$ cat src/rtl/led_pwm_pkg.sv
// ---------------------------------------------------------------------------
// led_pwm_pkg
// Shared definitions for the multi-channel LED PWM controller.
//   mode_e        : per-channel output mode (off / static / blink / breathe)
//   cfg_ch_w()    : width of the channel-select field for a channel count
//   cnt_w()       : width of a counter that runs 0..n-1
// ---------------------------------------------------------------------------
package led_pwm_pkg;

    typedef enum logic [1:0] {
        MODE_OFF     = 2'b00,
        MODE_STATIC  = 2'b01,
        MODE_BLINK   = 2'b10,
        MODE_BREATHE = 2'b11
    } mode_e;

    // A single channel still gets a 1-bit select so the port never collapses.
    function automatic int cfg_ch_w(input int channels);
        return (channels > 1) ? $clog2(channels) : 1;
    endfunction

    // Width needed to count 0..n-1; at least one bit.
    function automatic int cnt_w(input int n);
        return (n > 1) ? $clog2(n) : 1;
    endfunction

endpackage

$ cat src/rtl/led_pwm_channel.sv
// ---------------------------------------------------------------------------
// led_pwm_channel
// One PWM channel: double-buffered duty/mode (shadow + active), breathe ramp
// with direction flag, blink phase, effective-duty select and output flop.
//
// Optional build macro: LED_PWM_GAMMA_EN squares the effective duty
// ((e*e) >> DUTY_W) before the compare; the square is combinational and
// shares the output register, so latency is the same as the linear build.
//
// Ports
//   clk, rst      : clock, asynchronous active-high reset
//   en_i          : global enable; output is forced low when clear
//   wr_i          : load shadow with wr_duty_i / wr_mode_i
//   apply_i       : copy shadow into active (period boundary or en low)
//   step_i        : period boundary; advances the breathe ramp
//   blink_tgl_i   : toggle blink phase (shared blink counter terminal)
//   cnt_i         : shared PWM period counter
//   pwm_o         : registered PWM output, active-high
// ---------------------------------------------------------------------------
module led_pwm_channel
    import led_pwm_pkg::*;
#(
    parameter int DUTY_W = 8
) (
    input  logic              clk,
    input  logic              rst,
    input  logic              en_i,
    input  logic              wr_i,
    input  logic [DUTY_W-1:0] wr_duty_i,
    input  mode_e             wr_mode_i,
    input  logic              apply_i,
    input  logic              step_i,
    input  logic              blink_tgl_i,
    input  logic [DUTY_W-1:0] cnt_i,
    output logic              pwm_o
);

    logic [DUTY_W-1:0] sh_duty_q,  sh_duty_d;
    mode_e             sh_mode_q,  sh_mode_d;
    logic [DUTY_W-1:0] act_duty_q, act_duty_d;
    mode_e             act_mode_q, act_mode_d;
    logic [DUTY_W-1:0] ramp_q,     ramp_d;
    logic              dir_dn_q,   dir_dn_d;
    logic              phase_on_q, phase_on_d;
    logic              pwm_q,      pwm_d;

    logic [DUTY_W-1:0] eff_duty;
    logic [DUTY_W-1:0] cmp_duty;

    // One breathe step toward duty; returns {dir_dn, ramp}.
    // Direction turns down on reaching duty and up on reaching zero, so the
    // ramp stays inside 0..duty without wrapping either way.
    function automatic logic [DUTY_W:0] breathe_step(
        input logic [DUTY_W-1:0] ramp,
        input logic              dir_dn,
        input logic [DUTY_W-1:0] duty
    );
        logic [DUTY_W-1:0] r;
        logic              d;
        r = ramp;
        d = dir_dn;
        if (duty == '0) begin
            r = '0;
            d = 1'b0;
        end else if (!dir_dn) begin
            if (ramp < duty) begin
                r = ramp + 1'b1;
                d = (r == duty);
            end else begin
                r = duty;
                d = 1'b1;
            end
        end else begin
            if (ramp != '0) begin
                r = ramp - 1'b1;
                d = (r != '0);
            end else begin
                d = 1'b0;
            end
        end
        return {d, r};
    endfunction

    always_comb begin
        sh_duty_d  = sh_duty_q;
        sh_mode_d  = sh_mode_q;
        act_duty_d = act_duty_q;
        act_mode_d = act_mode_q;
        ramp_d     = ramp_q;
        dir_dn_d   = dir_dn_q;
        phase_on_d = phase_on_q;

        // A write and an apply in the same cycle: active takes the old
        // shadow, the new shadow waits for the following boundary.
        if (wr_i) begin
            sh_duty_d = wr_duty_i;
            sh_mode_d = wr_mode_i;
        end

        if (apply_i) begin
            act_duty_d = sh_duty_q;
            act_mode_d = sh_mode_q;
            if (sh_mode_q != act_mode_q) begin
                ramp_d     = '0;
                dir_dn_d   = 1'b0;
                phase_on_d = 1'b1;
            end else begin
                // Same mode, new duty: pull the ramp down so it never sits
                // above the duty it is tracking.
                if (ramp_q > sh_duty_q) begin
                    ramp_d = sh_duty_q;
                end
                if (blink_tgl_i) begin
                    phase_on_d = ~phase_on_q;
                end
            end
        end else begin
            if (blink_tgl_i) begin
                phase_on_d = ~phase_on_q;
            end
            if (step_i && (act_mode_q == MODE_BREATHE)) begin
                {dir_dn_d, ramp_d} = breathe_step(ramp_q, dir_dn_q, act_duty_q);
            end
        end
    end

    always_comb begin
        eff_duty = '0;
        case (act_mode_q)
            MODE_OFF:     eff_duty = '0;
            MODE_STATIC:  eff_duty = act_duty_q;
            MODE_BLINK:   eff_duty = phase_on_q ? act_duty_q : '0;
            MODE_BREATHE: eff_duty = ramp_q;
            default:      eff_duty = '0;
        endcase
    end

`ifdef LED_PWM_GAMMA_EN
    logic [2*DUTY_W-1:0] eff_sq;
    assign eff_sq   = {{DUTY_W{1'b0}}, eff_duty} * {{DUTY_W{1'b0}}, eff_duty};
    assign cmp_duty = eff_sq[2*DUTY_W-1:DUTY_W];
`else
    assign cmp_duty = eff_duty;
`endif

    // Full-scale duty still loses the cnt == max tick: there is no 100% state.
    assign pwm_d = en_i && (cnt_i < cmp_duty);

    always_ff @(posedge clk or posedge rst) begin
        if (rst) begin
            sh_duty_q  <= '0;
            sh_mode_q  <= MODE_OFF;
            act_duty_q <= '0;
            act_mode_q <= MODE_OFF;
            ramp_q     <= '0;
            dir_dn_q   <= 1'b0;
            phase_on_q <= 1'b1;
            pwm_q      <= 1'b0;
        end else begin
            sh_duty_q  <= sh_duty_d;
            sh_mode_q  <= sh_mode_d;
            act_duty_q <= act_duty_d;
            act_mode_q <= act_mode_d;
            ramp_q     <= ramp_d;
            dir_dn_q   <= dir_dn_d;
            phase_on_q <= phase_on_d;
            pwm_q      <= pwm_d;
        end
    end

    assign pwm_o = pwm_q;

endmodule

$ cat src/rtl/led_pwm_ctrl.sv
// ---------------------------------------------------------------------------
// led_pwm_ctrl
// Multi-channel LED PWM controller running from the low-frequency oscillator.
// Holds the tick prescaler, the shared period counter, the blink counter and
// the config handshake; each output is an led_pwm_channel instance.
//
// Optional build macro: LED_PWM_GAMMA_EN (perceptual square of the duty,
// applied inside each channel; latency unchanged).
//
// Ports
//   clk           : system clock (int_osc)
//   rst           : asynchronous active-high reset
//   en            : global enable; low clears counters and forces outputs low
//   cfg_valid     : config write request
//   cfg_ready     : config slot free (no shadow update waiting to apply)
//   cfg_ch        : target channel; out-of-range values are accepted, dropped
//   cfg_duty      : requested duty
//   cfg_mode      : 00 off, 01 static, 10 blink, 11 breathe
//   pwm_o         : PWM outputs, active-high, one cycle behind the counter
//   period_start  : one-cycle pulse on the tick that wraps the counter
// ---------------------------------------------------------------------------
module led_pwm_ctrl
    import led_pwm_pkg::*;
#(
    parameter int CHANNELS      = 3,
    parameter int DUTY_W        = 8,
    parameter int PRESC_DIV     = 4,
    parameter int BLINK_PERIODS = 32
) (
    input  logic                          clk,
    input  logic                          rst,
    input  logic                          en,
    input  logic                          cfg_valid,
    output logic                          cfg_ready,
    input  logic [cfg_ch_w(CHANNELS)-1:0] cfg_ch,
    input  logic [DUTY_W-1:0]             cfg_duty,
    input  logic [1:0]                    cfg_mode,
    output logic [CHANNELS-1:0]           pwm_o,
    output logic                          period_start
);

    localparam int CH_W  = cfg_ch_w(CHANNELS);
    localparam int PRE_W = cnt_w(PRESC_DIV);
    localparam int BLK_W = cnt_w(BLINK_PERIODS);

    localparam logic [PRE_W-1:0] PRE_LAST = PRE_W'(PRESC_DIV - 1);
    localparam logic [BLK_W-1:0] BLK_LAST = BLK_W'(BLINK_PERIODS - 1);
    localparam logic [CH_W:0]    CH_LIMIT = (CH_W + 1)'(CHANNELS);

    logic [PRE_W-1:0]  presc_q,   presc_d;
    logic [DUTY_W-1:0] cnt_q,     cnt_d;
    logic [BLK_W-1:0]  blink_q,   blink_d;
    logic              pending_q, pending_d;

    logic tick;
    logic wrap;
    logic blink_tgl;
    logic xfer;
    logic ch_in_range;
    logic wr_ok;
    logic apply;

    // Timebase: tick on prescaler terminal; period boundary when the counter
    // is about to wrap on that tick.
    assign tick      = en && (presc_q == PRE_LAST);
    assign wrap      = tick && (cnt_q == {DUTY_W{1'b1}});
    assign blink_tgl = wrap && (blink_q == BLK_LAST);

    assign period_start = wrap;

    // Config handshake. An out-of-range channel completes the handshake but
    // leaves pending clear, so the next write is not held up for nothing.
    assign cfg_ready   = ~pending_q;
    assign xfer        = cfg_valid && cfg_ready;
    assign ch_in_range = ({1'b0, cfg_ch} < CH_LIMIT);
    assign wr_ok       = xfer && ch_in_range;

    // With en low there is no boundary to wait for, so apply straight away.
    assign apply = pending_q && (wrap || !en);

    always_comb begin
        presc_d   = presc_q;
        cnt_d     = cnt_q;
        blink_d   = blink_q;
        pending_d = pending_q;

        if (!en) begin
            presc_d = '0;
            cnt_d   = '0;
            blink_d = '0;
        end else begin
            presc_d = tick ? '0 : presc_q + 1'b1;
            if (tick) begin
                cnt_d = cnt_q + 1'b1;
            end
            if (wrap) begin
                blink_d = (blink_q == BLK_LAST) ? '0 : blink_q + 1'b1;
            end
        end

        // A new write on the apply cycle re-arms pending for the next
        // boundary rather than being lost.
        if (wr_ok) begin
            pending_d = 1'b1;
        end else if (apply) begin
            pending_d = 1'b0;
        end
    end

    always_ff @(posedge clk or posedge rst) begin
        if (rst) begin
            presc_q   <= '0;
            cnt_q     <= '0;
            blink_q   <= '0;
            pending_q <= 1'b0;
        end else begin
            presc_q   <= presc_d;
            cnt_q     <= cnt_d;
            blink_q   <= blink_d;
            pending_q <= pending_d;
        end
    end

    for (genvar c = 0; c < CHANNELS; c++) begin : g_ch
        led_pwm_channel #(
            .DUTY_W (DUTY_W)
        ) u_ch (
            .clk         (clk),
            .rst         (rst),
            .en_i        (en),
            .wr_i        (wr_ok && (cfg_ch == CH_W'(c))),
            .wr_duty_i   (cfg_duty),
            .wr_mode_i   (mode_e'(cfg_mode)),
            .apply_i     (apply),
            .step_i      (wrap),
            .blink_tgl_i (blink_tgl),
            .cnt_i       (cnt_q),
            .pwm_o       (pwm_o[c])
        );
    end

endmodule

$ cat config.mk
export PLATFORM = sky130hd
export DESIGN_NAME = led_pwm_ctrl
export DESIGN_NICKNAME = d
export VERILOG_FILES = /design/src/rtl/led_pwm_pkg.sv /design/src/rtl/led_pwm_channel.sv /design/src/rtl/led_pwm_ctrl.sv
export SDC_FILE = /design/constraint.sdc
export NUM_CORES = 1
export LEC_CHECK = 0
export ABC_AREA = 1
export CORE_ASPECT_RATIO = 1.2
export CORE_MARGIN = 1.5
export CORE_UTILIZATION = 34
export DETAILED_ROUTE_END_ITERATION = 10
export GPL_TIMING_DRIVEN = 0
export PLACE_DENSITY = 0.5
export SLEW_MARGIN = 20
export SYNTH_ARGS = -nofsm -noshare
export SYNTH_HDL_FRONTEND = slang
export SYNTH_SLANG_ARGS = --single-unit
$ cat constraint.sdc
create_clock -name clk -period 3.8 [get_ports clk]
set_input_delay 0.76 -clock clk [delete_from_list [all_inputs] [get_ports clk]]
set_output_delay 0.76 -clock clk [all_outputs]
set_load 0.03 [all_outputs]
==> results_dict.tcl, run 1 <==
set metrics [dict create \
    via_per_inst 4.92 \
    post-route-min-period_ns 3.30 \
    seq_area_frac_synth 0.304 \
    clock_path_buffers 2 \
    vias 8577 \
    status "completed" \
    cp.required_ns 3.04 \
    grt_pass1_vias 8298 \
    io_pins 21 \
    rows 65 \
    initial_utilization 0.343 \
    post_cts_buffers 0 \
    diodes 0 \
    cts_resized 0 \
    die_area_um2 27400 \
    finalWirelength_mm 28.1 \
    setup_viol 0 \
    gr-total-overflow 0 \
    leakage_nw 5.18 \
    tightest_slew_ns 0.532 \
    core_um2 26200 \
    rsz0062_at_grt "no" \
    fin_nets 1503 \
    synth_top_area_frac 0.295 \
    irDropWorstVdd_uv 318 \
    htreeDepth 3 \
    dp.cells 1726 \
    dp.final_hpwl_mm 22.1 \
    drv_slew 0 \
    layout_commonest_cell "nand2_1" \
    power_density_nw_per_um2 705 \
    timing.fmax_mhz 303 \
    cts-hold-fix-buffers 0 \
    cts_sinks 109 \
    crit_arrival_ns 2.54 \
    layout_common_cells "nand2_1 (428), inv_1 (179), nor2_1 (166)" \
    ys_warn_count 0 \
    grt_pass1_wl_mm 45.3 \
    stdcell_count 1742 \
    cp_max_fo 8 \
    yosys.area.top_type "dfrtp_1" \
    post-route-cell-area_um2 9940 \
    clk-insertion-delay-late_ns 0.37 \
    synthTopCellsByArea "dfrtp_1 (29%), nand2_1 (18%), ha_1 (12%)" \
    place_area_um2 9650 \
    fillers 2903 \
    synth.distinct_cells 36 \
    start_kind "input port" \
    syn_area_um2 8990 \
    final_antenna_net_count 0 \
    wl_per_cell_um 16.1 \
    crit_type "input port to output pin" \
    cts_tree "done" \
    synth.net_count 1471 \
    route.detailed.drc 0 \
    ctsRootBufferMaster "clkbuf_16" \
    synth_area_per_cell_um2 6.57 \
    fin_crit_sh 0.868 \
    portBuffers 20 \
    hold_viol 0 \
    area_growth_pct 10.5 \
    drtIter0Drc 528 \
    slew_headroom 0.645 \
    finClkSkew_ns 0.0181 \
    grt_max_degree 65 \
    clkTransAtPathRegs_ns 0.08 \
    first_pass_iters 5 \
    hp-class "register to register" \
    grt_use_total 0.215 \
    syn_inst 1370 \
    fin_total_pwr_mw 7.00 \
    gp_congestion 0.885 \
    die_x_um 151 \
    final_util 0.380 \
    antenna_found_initial 0 \
    cts_inserted_buffers 9 \
    end_kind "output pin" \
    die_h_um 181 \
    drv_cap 0 \
    drive_above_1_share 0.0398 \
    ys_seq_elements 109 \
]
## per-layer routing
| layer | vias up | wire length [um] | track usage |
|---|---|---|---|
| li1 | 4449 | - | - |
| met1 | 3968 | 13200 | 0.290 |
| met2 | 125 | 13500 | 0.361 |
| met3 | 35 | 726 | 0.0202 |
| met4 | 0 | 601 | 0.0617 |
| met5 | - | 0 | 0 |
## final cells by class
type                            instances  area [um^2]  area share
Timing Repair Buffer                   21          228      0.0229
Sequential cell                       109         2730       0.275
Multi-Input combinational cell       1040         5380       0.541
Buffer                                 34          181      0.0183
Clock inverter                          7         66.3     0.00667
Clock buffer                            9          225      0.0227
Tap cell                              335          419      0.0422
Inverter                              187          708      0.0713
## through the flow
stage	setup WS [ns]	TNS [ns]	hold WS [ns]
floorplan	0.171	0	0.410
global placement	-1.89	-199.83	0.424
detailed placement	0.489	0	0.440
CTS	0.480	0	0.456
global route	0.435	0	0.483
finish	0.500	0	0.454
## registers in the layout, indices dropped and copies added, names as in the netlist
name                  flops
g_ch.u_ch.phase_on_q      3
cnt_q                     8
g_ch.u_ch.dir_dn_q        3
g_ch.u_ch.sh_duty_q      24
g_ch.u_ch.ramp_q         24
g_ch.u_ch.pwm_o           3
g_ch.u_ch.act_mode_q      6
presc_q                   2
pending_q                 1
blink_q                   5
g_ch.u_ch.sh_mode_q       6
g_ch.u_ch.act_duty_q     24
## cells by family after synthesis
family,count (synthesis),synth area share
AOI/OAI and AO/OA,150,0.0935
and+or+nand+nor,789,0.371
DFF,109,0.304
xor gates and xnor gates,16,0.0156
adders and majority gates,85,0.118
buffers and inverters,221,0.0983
## report_power, final
group,switching (mW),internal [mW],total [mW]
Clock,0.511,0.463,0.974
Sequential,0.475,1.48,1.95
Combinational,2.65,1.43,4.08
## path summary, 6_finish.rpt
kind                             from  depth (start not counted)                    endpoint  slack (ns)
max                                en                          6                period_start        0.50
min                        presc_q[0]                          1                  presc_q[0]        0.45
max reg2reg                  cnt_q[1]                         11  g_ch[1].u_ch.act_duty_q[4]        1.33
min reg2reg                presc_q[0]                          1                  presc_q[0]        0.45
max in group asynchronous         rst                          3     g_ch[2].u_ch.phase_on_q        2.26
min in group asynchronous         rst                          2      g_ch[0].u_ch.ramp_q[1]        0.77
## worst max-delay path, stage by stage
cell and delay [ns]:
clkdlybuf4s50_1 0.50, nand2_1 0.08, nor2_1 0.19, nand2_4 0.16, inv_1 0.16, clkdlybuf4s50_1 0.69
## cell usage after synthesis, drive strengths merged
cell type  number
a211oi          3
inv           183
nand2         438
o22ai           2
a21o            6
nor3           16
dfrtp         106
nor2          171
clkbuf         19
xor2            7
o31ai           1
nor3b           1
nand3b          6
xnor2           9
dfstp           3
nand3         122
o21ai          62
nand4          35
o211ai          1
o21bai         17
buf            15
a21oi          51
ha             85
a22oi           7
clkinv          4
Note: power is estimated with default switching activity, not from simulation.
==> inputs of run 2 (changes only) <==
--- a/config.mk
+++ b/config.mk
@@ -12,6 +12,7 @@
 export DETAILED_ROUTE_END_ITERATION = 10
 export GPL_TIMING_DRIVEN = 0
 export PLACE_DENSITY = 0.5
+export RECOVER_POWER = 50
 export SLEW_MARGIN = 20
 export SYNTH_ARGS = -nofsm -noshare
 export SYNTH_HDL_FRONTEND = slang
==> results_dict.tcl, run 2 (synthesis results as in run 1) <==
set metrics [dict create \
    cts_inserted_buffers 9 \
    cts_resized 0 \
    crit_type "input port to output pin" \
    leakage_nw 5.18 \
    fin_crit_sh 0.888 \
    first_pass_iters 5 \
    die_area_um2 27400 \
    irDropWorstVdd_uv 318 \
    cp.required_ns 3.04 \
    dp.final_hpwl_mm 22.1 \
    end_kind "output pin" \
    post-route-cell-area_um2 9930 \
    cp-startpoint "en" \
    route.detailed.drc 0 \
    wl_per_cell_um 16.1 \
    via_per_inst 4.93 \
    diodes 0 \
    r2r_start "cnt_q[1]" \
    layout_commonest_cell "nand2_1" \
    antenna_found_initial 0 \
    hp-class "register to register" \
    grt_pass1_vias 8298 \
    cts-hold-fix-buffers 0 \
    core_um2 26200 \
    reg_top3 "g_ch.u_ch.act_duty_q (24), g_ch.u_ch.ramp_q (24), g_ch.u_ch.sh_duty_q (24)" \
    finalWirelength_mm 28.1 \
    setup_viol 0 \
    final_util 0.379 \
    drtIter0Drc 528 \
    start_kind "input port" \
    grt_max_degree 65 \
    io_pins 21 \
    tightest_slew_ns 2.20 \
    drv_cap 1 \
    clock_path_buffers 2 \
    cts_tree "done" \
    dpl_worst_slack_ns 0.489 \
    portBuffers 20 \
    cts_sinks 109 \
    grt_use_total 0.215 \
    rsz0062_at_grt "no" \
    initial_utilization 0.343 \
    post-route-min-period_ns 3.37 \
    rows 65 \
    die_x_um 151 \
    regArea_um2 2730 \
    clk-insertion-delay-late_ns 0.37 \
    vias 8586 \
    clkTransAtPathRegs_ns 0.08 \
    power_density_nw_per_um2 705 \
    htreeDepth 3 \
    crit_arrival_ns 2.61 \
    violations "max-capacitance violations, max-slew violations" \
    drive_above_1_share 0.0391 \
    cp_max_fo 8 \
    slew_headroom -0.476 \
    gr-total-overflow 0 \
    fin_nets 1503 \
    grt_pass1_wl_mm 45.3 \
    status "complete, but fails checks" \
    multiInputGateArea_um2 5380 \
    place_area_um2 9650 \
    fin_setup_tns_ns 0 \
    setup_ws_ns 0.426 \
    gp_congestion 0.885 \
    hold_start "presc_q[0]" \
    hold_viol 0 \
    drv_slew 46 \
    final_antenna_net_count 0 \
    fillers 2903 \
    ctsRootBufferMaster "clkbuf_16" \
    die_h_um 181 \
    area_growth_pct 10.4 \
    post_cts_buffers 0 \
    layout_common_cells "nand2_1 (428), inv_1 (179), nor2_1 (166)" \
    timing.fmax_mhz 296 \
    finClkSkew_ns 0.0181 \
    whs_ns 0.454 \
]
-- run 2: layer usage --
layer	GRT usage	vias up	share of wire
met2	0.361	132	0.48
met3	0.0202	35	0.026
met1	0.290	3971	0.47
li1	-	4448	-
met4	0.0617	0	0.021
met5	0	-	0
-- run 2: cell type report --
cell class / instances / share of cell area
plain buffers: 34 / 0.0181
clock buffers: 9 / 0.0227
clock inverters: 7 / 0.00668
inverters: 187 / 0.0709
multi-input cells: 1040 / 0.542
flip-flops and latches: 109 / 0.275
well taps: 335 / 0.0422
repair buffers: 21 / 0.0229
-- run 2: report_power, final --
group	internal, mW	leakage [nW]	switching [mW]
Sequential	1.48	1.39	0.475
Combinational	1.43	3.64	2.65
Clock	0.463	0.142	0.510
-- run 2: final timing paths --
path / slack [ns] / end / cells after the start
setup / recovery: 0.43 / period_start / 6
hold / removal: 0.45 / presc_q[0] / 1
setup reg to reg: 1.32 / g_ch[1].u_ch.act_duty_q[4] / 11
hold reg to reg: 0.45 / presc_q[0] / 1
max in group asynchronous: 1.25 / g_ch[2].u_ch.phase_on_q / 3
min in group asynchronous: 1.42 / g_ch[0].u_ch.ramp_q[1] / 2
-- run 2: metrics by stage --
step | total power, mW | cells
after global placement | 5.99 | 1725
after floorplan | 4.84 | 1370
final | 7.00 | 1742
after detailed placement | 6.04 | 1726
after CTS | 7.04 | 1742
after global routing | 7.77 | 1742
-- run 2: critical path, stage by stage --
cell	delay [ns]
dlygate4sd3_1	0.57
nand2_1	0.08
nor2_1	0.19
nand2_4	0.16
inv_1	0.16
clkdlybuf4s50_1	0.69
